`src/rtl/ca_prn_sweep_ctrl.sv`:
```
// Acquisition PRN sweep sequencer: shares one C/A code generator across a PRN range,
// dwelling a programmable number of code periods per PRN and reporting a correlator hit.
module ca_prn_sweep_ctrl #(
  parameter int CHIPS_PER_CODE = 1023,
  parameter int DWELL_W        = 8,
  parameter int PRN_MAX        = 32
) (
  input  logic               clk,
  input  logic               rst,
  input  logic               start,
  input  logic               abort,
  input  logic [5:0]         prn_first,
  input  logic [5:0]         prn_last,
  input  logic [DWELL_W-1:0] dwell,
  input  logic               detect,
  input  logic               ca_code_in,
  output logic               gen_rst,
  output logic [5:0]         gen_prn_select,
  output logic               chip,
  output logic               chip_valid,
  output logic               epoch,
  output logic [5:0]         prn_current,
  output logic               busy,
  output logic               done,
  output logic               found,
  output logic [5:0]         found_prn
);

  localparam int CW = (CHIPS_PER_CODE > 1) ? $clog2(CHIPS_PER_CODE) : 1;
  localparam logic [CW-1:0] CHIP_LAST = CW'(CHIPS_PER_CODE - 1);
  localparam logic [5:0]    PRN_MAX_L = 6'(PRN_MAX);

  localparam logic [1:0] S_IDLE   = 2'd0;
  localparam logic [1:0] S_LOAD   = 2'd1;
  localparam logic [1:0] S_RUN    = 2'd2;
  localparam logic [1:0] S_FINISH = 2'd3;

  logic [1:0]         state;
  logic [CW-1:0]      chip_cnt;
  logic [DWELL_W-1:0] dwell_cnt;
  logic [DWELL_W-1:0] dwell_last;
  logic               range_ok;
  logic               dwell_done;
  logic               last_prn;

  assign range_ok   = (prn_first != 6'd0) && (prn_first <= prn_last) && (prn_last <= PRN_MAX_L);
  // A dwell of zero behaves as one code period.
  assign dwell_last = (dwell == '0) ? '0 : dwell - DWELL_W'(1);
  // >= rather than == keeps the sweep moving if dwell/prn_last are lowered mid-run.
  assign dwell_done = (dwell_cnt >= dwell_last);
  assign last_prn   = (prn_current >= prn_last);

  assign chip           = ca_code_in;
  assign gen_rst        = (state != S_RUN);
  assign gen_prn_select = prn_current;
  assign chip_valid     = (state == S_RUN);
  assign epoch          = (state == S_RUN) && (chip_cnt == CHIP_LAST);
  assign busy           = (state == S_LOAD) || (state == S_RUN);
  assign done           = (state == S_FINISH);

  always_ff @(posedge clk or posedge rst) begin
    if (rst) begin
      state       <= S_IDLE;
      prn_current <= 6'd1;
      chip_cnt    <= '0;
      dwell_cnt   <= '0;
      found       <= 1'b0;
      found_prn   <= '0;
    end else begin
      case (state)
        S_IDLE: begin
          if (start) begin
            found     <= 1'b0;
            found_prn <= '0;
            if (range_ok) begin
              prn_current <= prn_first;
              state       <= S_LOAD;
            end else begin
              state <= S_FINISH;
            end
          end
        end
        S_LOAD: begin
          chip_cnt  <= '0;
          dwell_cnt <= '0;
          if (abort) begin
            found <= 1'b0;
            state <= S_IDLE;
          end else begin
            state <= S_RUN;
          end
        end
        S_RUN: begin
          // Priority: abort, then detect, then epoch bookkeeping.
          if (abort) begin
            found <= 1'b0;
            state <= S_IDLE;
          end else if (detect) begin
            found     <= 1'b1;
            found_prn <= prn_current;
            state     <= S_FINISH;
          end else if (chip_cnt == CHIP_LAST) begin
            chip_cnt <= '0;
            if (dwell_done) begin
              if (last_prn) begin
                state <= S_FINISH;
              end else begin
                prn_current <= prn_current + 6'd1;
                state       <= S_LOAD;
              end
            end else begin
              dwell_cnt <= dwell_cnt + DWELL_W'(1);
            end
          end else begin
            chip_cnt <= chip_cnt + CW'(1);
          end
        end
        S_FINISH: begin
          if (abort) found <= 1'b0;
          state <= S_IDLE;
        end
        default: state <= S_IDLE;
      endcase
    end
  end

endmodule
```
`config.mk`:
```
export PLATFORM = sky130hd
export DESIGN_NAME = ca_prn_sweep_ctrl
export DESIGN_NICKNAME = d
export VERILOG_FILES = /design/src/rtl/ca_prn_sweep_ctrl.sv
export SDC_FILE = /design/constraint.sdc
export NUM_CORES = 1
export LEC_CHECK = 0
export CORE_AREA = 8 8 104 106
export CTS_CLUSTER_DIAMETER = 80
export CTS_CLUSTER_SIZE = 40
export DETAILED_ROUTE_END_ITERATION = 16
export DIE_AREA = 0 0 112 114
export SLEW_MARGIN = 20
export SYNTH_ARGS = -nofsm -noshare
export SYNTH_HDL_FRONTEND = slang
export SYNTH_SLANG_ARGS = --single-unit
export TNS_END_PERCENT = 30
```
`constraint.sdc`:
```
create_clock -name clk -period 1.9 [get_ports clk]
set_input_delay 0.57 -clock clk [delete_from_list [all_inputs] [get_ports clk]]
set_output_delay 0.57 -clock clk [all_outputs]
set_load 0.1 [all_outputs]
```
Word level (Yosys, flattened, before mapping)
Index checks and enable logic that the tools add are counted. W data, S select, Z words.

Flip-flop bits (word level): 33. Input port bits: 26. Output and inout bits: 25.

Add/sub/neg operators: 4. Order comparisons: 4. Eq/ne operators: 18. Muxes and demuxes: 36. Reduce and logical (&&, ||, !) cells: 16.

Operators with widths (number): $mux W6 (10); $mux W8 (5); $mux W10 (3); $pmux W6 S2 (2); $pmux W10 S2 (1); $mux W2 (8); $ne A2 B2 Y1 const B (8); $pmux W8 S2 (1); $add A10 B1 Y10 const B (1); $eq A10 B10 Y1 const B (1); $reduce_and A3 Y1 (3); $add A8 B1 Y8 const B (1); $ge A8 B8 Y1 (1); $logic_not A8 Y1 (1); $ne A4 B3 Y1 const B (2); $pmux W2 S4 (1); $reduce_and A8 Y1 (1); $sub A8 B1 Y8 const B (1); $add A6 B1 Y6 const B (1); $ge A6 B6 Y1 (1); $le A6 B6 Y1 (1); $le A6 B6 Y1 const B (1); $ne A2 B1 Y1 const B (3); $reduce_bool A6 Y1 (1); 12 further kinds (19).

Longest topological paths before layout
Gate-level depths: netlist (run 1).

Depth after elaboration: 8. Mapped depth: 13.

Least setup slack after synthesis (run 1)
OpenSTA, ideal clock, no wires.

Path type: register -> output. Start point: register state[0]. End point: output epoch. Arrival time: 3.769 ns. Setup slack: -2.439 ns. Cell stages (with the launch flop): 6. Path buffers: 1. Cells stage by stage: dfrtp_1 -> inv_1 -> ha_1 -> inv_1 -> buf_1 -> nor2_1.

Word-level cells in the longest chain between the ends: 2.

Ends and longest elaborated chain: start: declaration (RTL line 38) `logic [1:0] state;`; start signal: assignment (RTL line 63) `state <= S_IDLE;`; start signal: assignment (RTL line 77) `state <= S_LOAD;`; start signal: assignment (RTL line 79) `state <= S_FINISH;`; $eq A2 B2 Y1; net chip_valid (RTL line 20) `output logic chip_valid,`; $logic_and A1 B1 Y1 (RTL line 57) `assign epoch = (state == S_RUN) && (chip_cnt == CHIP_LAST);`; end: declaration (RTL line 21) `output logic epoch,`.

The timed path passes the listed nets, and every way through them passes these cells.

Worst setup path in the final report (run 1)
Start point: input dwell[0]. End point: register dwell_cnt[6].

Word-level cells in the longest chain between the ends: 5.

Ends and longest elaborated chain: start: declaration (RTL line 14) `input logic [DWELL_W-1:0] dwell,`; $sub A8 B1 Y8 / $logic_not A8 Y1 (equally long branches) (RTL line 48) `assign dwell_last = (dwell == '0) ? '0 : dwell - DWELL_W'(1);`; $mux W8 * (RTL line 48); $ge A8 B8 Y1 * (RTL line 50) `assign dwell_done = (dwell_cnt >= dwell_last);`; $ne A2 B2 Y1 (no source line) *; $reduce_and A5 Y1 (no source line) *; end signal: assignment (RTL line 112) `dwell_cnt <= dwell_cnt + DWELL_W'(1);`; end: declaration (RTL line 40) `logic [DWELL_W-1:0] dwell_cnt;`.

Every way passes the cells marked *; elsewhere a longest branch is shown, timed or not. A chain may end at the register's enable or synchronous reset.

==> flow_summary.ini, run 1 <==
[status]
status = finished, violations left
violations = setup timing

[logic_synthesis]
synth.cell_area_um2 = 2660
synth.distinct_cells = 56
yosys.area.top_type = dfrtp_1
synthTopCellsByArea = dfrtp_1 (30%), ha_1 (14%), o21ai_0 (4.3%)
muxShareOfSynthArea_pct = 1.18
yosys_warnings = 0
synth_nets = 365
synthArstFlopShare_pct = 100
synth_xor_area_share_pct = 3.62
ys.flop_type = dfrtp_1
synth-seq-cells = 33
synth_top_area_share_pct = 30.1
synth.yosys.seq_area_share_pct = 31.1
synth_top_family_by_area = simple AND/OR/NAND/NOR gates
synth-simple-area-share_pct = 21.9
yosys.area_share.adder_pct = 14.1
synthCells = 309
avgSynthCellArea_um2 = 8.61
synth_edf_count = 0
synth_compound_area_share_pct = 21.3

[timing]
grt_setup_unrepaired = true
max_slew.worst_pin.slew_ns = 0.546
max_freq_mhz = 361
slew_headroom_pct = 63.6
finalHoldViolCount = 0
setup_viol = 19
fin_ws_ns = -0.874
min_period_ns = 2.77
skew_ns = 0.00717
final-max-slew-violation-count = 0
fin_crit_sh_pct = 146
finalSetupTns_ns = -13.08

[place]
port_buffers = 48
place.gp.congestion = 0.851
dp_slack_ns = -1.66
placed_cells = 534
hpwl_um = 6170
placedInstanceArea_um2 = 4140

[clocking]
clk_pin_slew_worst_paths_ns = 0.08
clockRootBuffer = clkbuf_8
cts_tree = done
clock_latency_ns = 0.30
cts_inserted_buffers = 5
clockBufferDepth = 2
cts_max_level = 2
clkSinkCount = 33

[global_routing]
antenna_found_initial = 0
track_usage_pct = 12.8
grt_pass1_vias = 2962
grt_max_degree = 34
grt_pass1_wl_um = 13500
grt_overflow = 0

[worst_hold_path]
hp-class = flop to flop
hp-start = chip_cnt[9]

[power_and_ir_drop]
p_seq_share_pct = 14.7
p_int_w = 0.00334
p_leak_nw = 2.07
clkPwrFrac_pct = 7.7
irDropWorstVdd_uv = 1590
net-switching-power_w = 0.00378
netSwitchingFraction_pct = 53.1
p_comb_share_pct = 77.6
power.density_nw_per_um2 = 1580

[route]
wl_um = 8020
drt-initial-drc-count = 127
vias = 2760
firstDrtPassIters = 4
wire_per_inst_um = 14.6
vias_per_cell = 5.04
ant_nets = 0
drcViolationCount = 0

[die]
die_area_um2 = 12800
start_util_pct = 29.2
core_um2 = 9110
die_w_um = 112
num_rows = 35
fp.dieH_um = 114
io_pins = 51

[layout]
fin_nets = 492
final_util_pct = 49.6
antennaDiodeCount = 0
fillers = 840
fin_area_um2 = 4510
syn2layout_area_growth_pct = 69.6
finalNonFillerCells = 548
final_cell_mix = buf_4 (77), dfrtp_1 (32), ha_1 (25), buf_12 (25), nand2_1 (24)
final_common_cell = buf_4
drive_gt1_share_pct = 40.7

[setup_path]
critPathKind = input port to flop
crit_slowest_cell = or3_4
critPathArrivalTime_ns = 2.96
critPathRequiredTime_ns = 2.08
crit_fanout = 6
path_cells = clkdlybuf4s15_2 -> inv_1 -> ha_2 -> nand2_2 -> or3_4 -> nand2_4 -> ha_4 -> a211oi_2 -> o21ai_2 -> a21oi_4 -> buf_6 -> o21ai_4 -> buf_6 -> o21ai_4 -> o31ai_2
startpoint_type = input port
cpPeakStageDelay_ns = 0.41
crit_start = dwell[0]
cp-end-kind = flop
r2r-start = gen_prn_select[0]

[run]
maxCapViolations = 0
## worst max-delay path: cells and delay by family
kind            cells  cell delay [ns]
fa+ha+maj           2             0.38
simple gates        3             0.55
buf+inv             4             0.56
compound gates      6             0.89
## worst paths after layout
kind | endpoint | slack, ns | cells past startpoint
setup / recovery | dwell_cnt[6] | -0.87 | 15
hold / removal | chip_cnt[9] | 0.52 | 1
setup reg to reg | gen_prn_select[2] | -0.26 | 8
hold reg to reg | chip_cnt[9] | 0.52 | 1
max in group asynchronous | gen_prn_select[0] | 1.02 | 3
min in group asynchronous | chip_cnt[7] | 0.63 | 3
## metrics by stage
stage / hold WS (ns) / total power, W
2_1_floorplan: 0.457 / 0.00428
3_3_place_gp: 0.481 / 0.00623
3_5_place_dp: 0.499 / 0.00628
4_1_cts: 0.518 / 0.00705
5_1_grt: 0.559 / 0.00752
6_report: 0.521 / 0.00712
## metal layers
| layer | up-vias | share of wire (%) | track usage, % |
|---|---|---|---|
| li1 | 1371 | - | - |
| met1 | 1321 | 46 | 15.1 |
| met2 | 59 | 48 | 22.3 |
| met3 | 9 | 5.0 | 3.43 |
| met4 | 0 | 1.1 | 3.78 |
| met5 | - | 0 | 0 |
## synth_stat cells, types with 2 or more instances
master,instances
a21boi_0,2
a21o_1,7
a21oi_1,14
a22o_1,3
a2bb2oi_1,2
a31oi_1,5
a32o_1,2
and3_1,4
and4_1,4
buf_1,2
buf_4,7
clkbuf_1,4
dfrtp_1,32
ha_1,30
inv_1,24
mux2i_1,2
nand2_1,28
nand2b_1,10
nand3_1,13
nand4_1,7
nor2_1,21
nor2b_1,4
nor3_1,6
nor3b_1,3
nor4_1,3
o211ai_1,2
o21ai_0,23
o21ai_1,2
o21bai_1,2
o22ai_1,2
o31ai_1,4
or4_1,2
xnor2_1,2
xor2_1,9
## power by group through the flow
stage | Clock [W] | Sequential [W] | Combinational (W)
finish | 0.000545 | 0.00105 | 0.00553
global route | 0.000591 | 0.00107 | 0.00586
CTS | 0.000559 | 0.00105 | 0.00545
detailed placement | 0 | 0.00105 | 0.00523
global placement | 0 | 0.00105 | 0.00518
floorplan | 0 | 0.00193 | 0.00235
## sequential cells by signal, summed over array words and instances, names as in the netlist
name	flops
gen_prn_select	6
dwell_cnt	8
chip_cnt	10
found	1
state	2
found_prn	6
## layout make-up
class	count	area, um2	area share, %
multi-input combinational	237	1950	43.2
sequential	33	827	18.3
timing repair buffer	135	1420	31.4
tap	111	139	3.08
inverter	24	95.1	2.11
clock inverter	3	17.5	0.388
clock buffer	5	68.8	1.52
## cells by family after synthesis
kind of cell / count (synthesis)
mux: 3
fa+ha+maj: 30
compound gates: 82
simple gates: 111
flops: 33
buf+inv: 39
xor+xnor: 11
## repair_timing
action	in CTS	in global routing
setup buffers	5	1
setup endpoints to repair	22	22
pin swaps	24	7
hold buffers	0	0
resized for setup	67	20
Note: power is estimated with default switching activity, not from simulation.
==> run 2: changes to the inputs <==
CORE_AREA = 2 2 98 100   (was 8 8 104 106)
DIE_AREA = 0 0 100 102   (was 0 0 112 114)
DONT_BUFFER_PORTS = 1   (was unset)
==> flow_summary.ini, run 2 (synthesis results as in run 1) <==
[place]
hpwl_um = 5510
dp_slack_ns = -1.12
placed_cells = 487
place.gp.congestion = 0.894
port_buffers = 0

[layout]
finalNonFillerCells = 497
final_cell_mix = buf_4 (70), dfrtp_1 (27), nand2_1 (25), ha_1 (25), inv_1 (22)
syn2layout_area_growth_pct = 46.4
fin_nets = 441
regMostFlops = chip_cnt
fillers = 874
multi_input_area_um2 = 1990
top_regs = chip_cnt: 10 flops, dwell_cnt: 8 flops
antennaDiodeCount = 0
largest_reg_flops = 10
drive_gt1_share_pct = 39.6
area.sequential_um2 = 833
final_common_cell = buf_4

[power_and_ir_drop]
p_leak_nw = 1.75
irDropWorstVdd_uv = 1500
p_seq_share_pct = 15.6
netSwitchingFraction_pct = 54.8
clkPwrFrac_pct = 12.6
p_int_w = 0.00292
net-switching-power_w = 0.00354
power_w = 0.00646
p_comb_share_pct = 71.8
power.density_nw_per_um2 = 1660

[global_routing]
grt_pass1_wl_um = 12400
grt_max_degree = 34
antenna_found_initial = 0
track_usage_pct = 15.0
grt_overflow = 0
grt_pass1_vias = 2621

[setup_path]
r2r_slack_ns = -0.43
rr_endpoint = gen_prn_select[4]
startpoint_type = input port
crit_fanout = 6
r2r_cells = 9
critPathRequiredTime_ns = 2.08
cp-end-kind = flop
critPathArrivalTime_ns = 2.84
critPathKind = input port to flop
r2r-start = gen_prn_select[0]

[die]
core_um2 = 9110
die_area_um2 = 10200
num_rows = 35
io_pins = 51
fp.dieH_um = 102
start_util_pct = 29.2
die_w_um = 100

[timing]
skew_ns = 0.00251
grt_setup_unrepaired = true
min_period_ns = 2.67
setup_viol = 18
final-max-slew-violation-count = 0
max_freq_mhz = 375
fin_crit_sh_pct = 140
slew_headroom_pct = 58.1
fin_ws_ns = -0.767
max_slew.worst_pin.slew_ns = 0.628
finalHoldViolCount = 0
whs_ns = 0.275

[route]
ant_nets = 0
firstDrtPassIters = 4
vias_per_cell = 5.20
drcViolationCount = 0
drt-initial-drc-count = 93
wire_per_inst_um = 15.0
vias = 2582
wl_um = 7440

[clocking]
cts_inserted_buffers = 5
cts_tree = done
clockRootBuffer = clkbuf_8
clk_pin_slew_worst_paths_ns = 0.07
clock_latency_ns = 0.29
clkSinkCount = 33
cts_max_level = 2
clockBufferDepth = 2

[run]
maxCapViolations = 0

[status]
violations = setup timing
status = finished, violations left

[worst_hold_path]
hp-class = input port to asynchronous set/reset pin
[run 2: cell types whose count changed in the layout (fill, tap and decap cells not counted), moves of 2 or more]
cell / delta
a2bb2oi_2: +2
buf_2: -2
dfrtp_2: +5
buf_4: -7
buf_12: -22
nor2_4: +2
dfrtp_1: -5
clkdlybuf4s50_1: -16
o31ai_2: +2
bufinv_16: +2
buf_8: -2
a2bb2oi_1: -2
[run 2: layout make-up]
type / count / area share, %
clock buffer: 5 / 1.77
inverter: 24 / 2.31
tap: 111 / 3.57
timing repair buffer: 84 / 18.3
multi-input combinational: 237 / 51.0
clock inverter: 3 / 1.67
sequential: 33 / 21.4
[run 2: per-stage QoR]
| step | instance area [um2] | util, % | TNS (ns) |
|---|---|---|---|
| floorplan | 2770 | - | -16.41 |
| global placement | 3450 | 37.8 | -15.78 |
| detailed placement | 3450 | 37.8 | -16.63 |
| CTS | 3650 | 40.1 | -11.54 |
| global route | 3890 | 42.8 | -14.65 |
| finish | 3890 | 42.8 | -11.98 |
[run 2: per-layer routing]
metal / GRT usage [%] / part of all wire [%] / vias to the layer above
met5: 0 / 0 / -
met4: 4.53 / 1.3 / 0
met3: 4.10 / 5.1 / 13
met2: 24.5 / 47 / 64
met1: 19.6 / 46 / 1247
li1: - / - / 1258
[run 2: repair_timing]
item                       CTS  global route
pin swaps                    6            24
gates cloned                 0             0
hold buffers                 0             0
resized for setup           18            47
setup buffers                0             2
setup endpoints to repair   24            29
[run 2: critical path, cell delays in order]
cell	delay [ns]
nor4_4	0.27
nand2_1	0.11
or3_4	0.42
nand2_4	0.08
ha_4	0.20
a211oi_4	0.28
o21ai_4	0.12
a21oi_4	0.22
buf_6	0.17
o21ai_4	0.07
buf_6	0.13
o21ai_2	0.13
o31ai_2	0.07
[run 2: worst max-delay path by stage]
stage / from / slack, ns / end / cells after the start
6_report: dwell[2] / -0.77 / dwell_cnt[5] / 13
3_5_place_dp: dwell[5] / -1.12 / gen_prn_select[2] / 12
5_1_grt: dwell[2] / -0.92 / gen_prn_select[5] / 13
2_1_floorplan: state[0] / -0.92 / epoch / 5
4_1_cts: dwell[5] / -0.76 / gen_prn_select[5] / 12
3_3_place_gp: dwell[5] / -1.05 / gen_prn_select[5] / 13
[run 2: power groups by stage]
stage               Sequential, W  Combinational, W  Clock [W]
floorplan                 0.00193           0.00235          0
global placement          0.00101           0.00419          0
detailed placement        0.00101           0.00426          0
CTS                       0.00101           0.00437   0.000836
global route              0.00103           0.00497   0.000867
finish                    0.00101           0.00464   0.000815
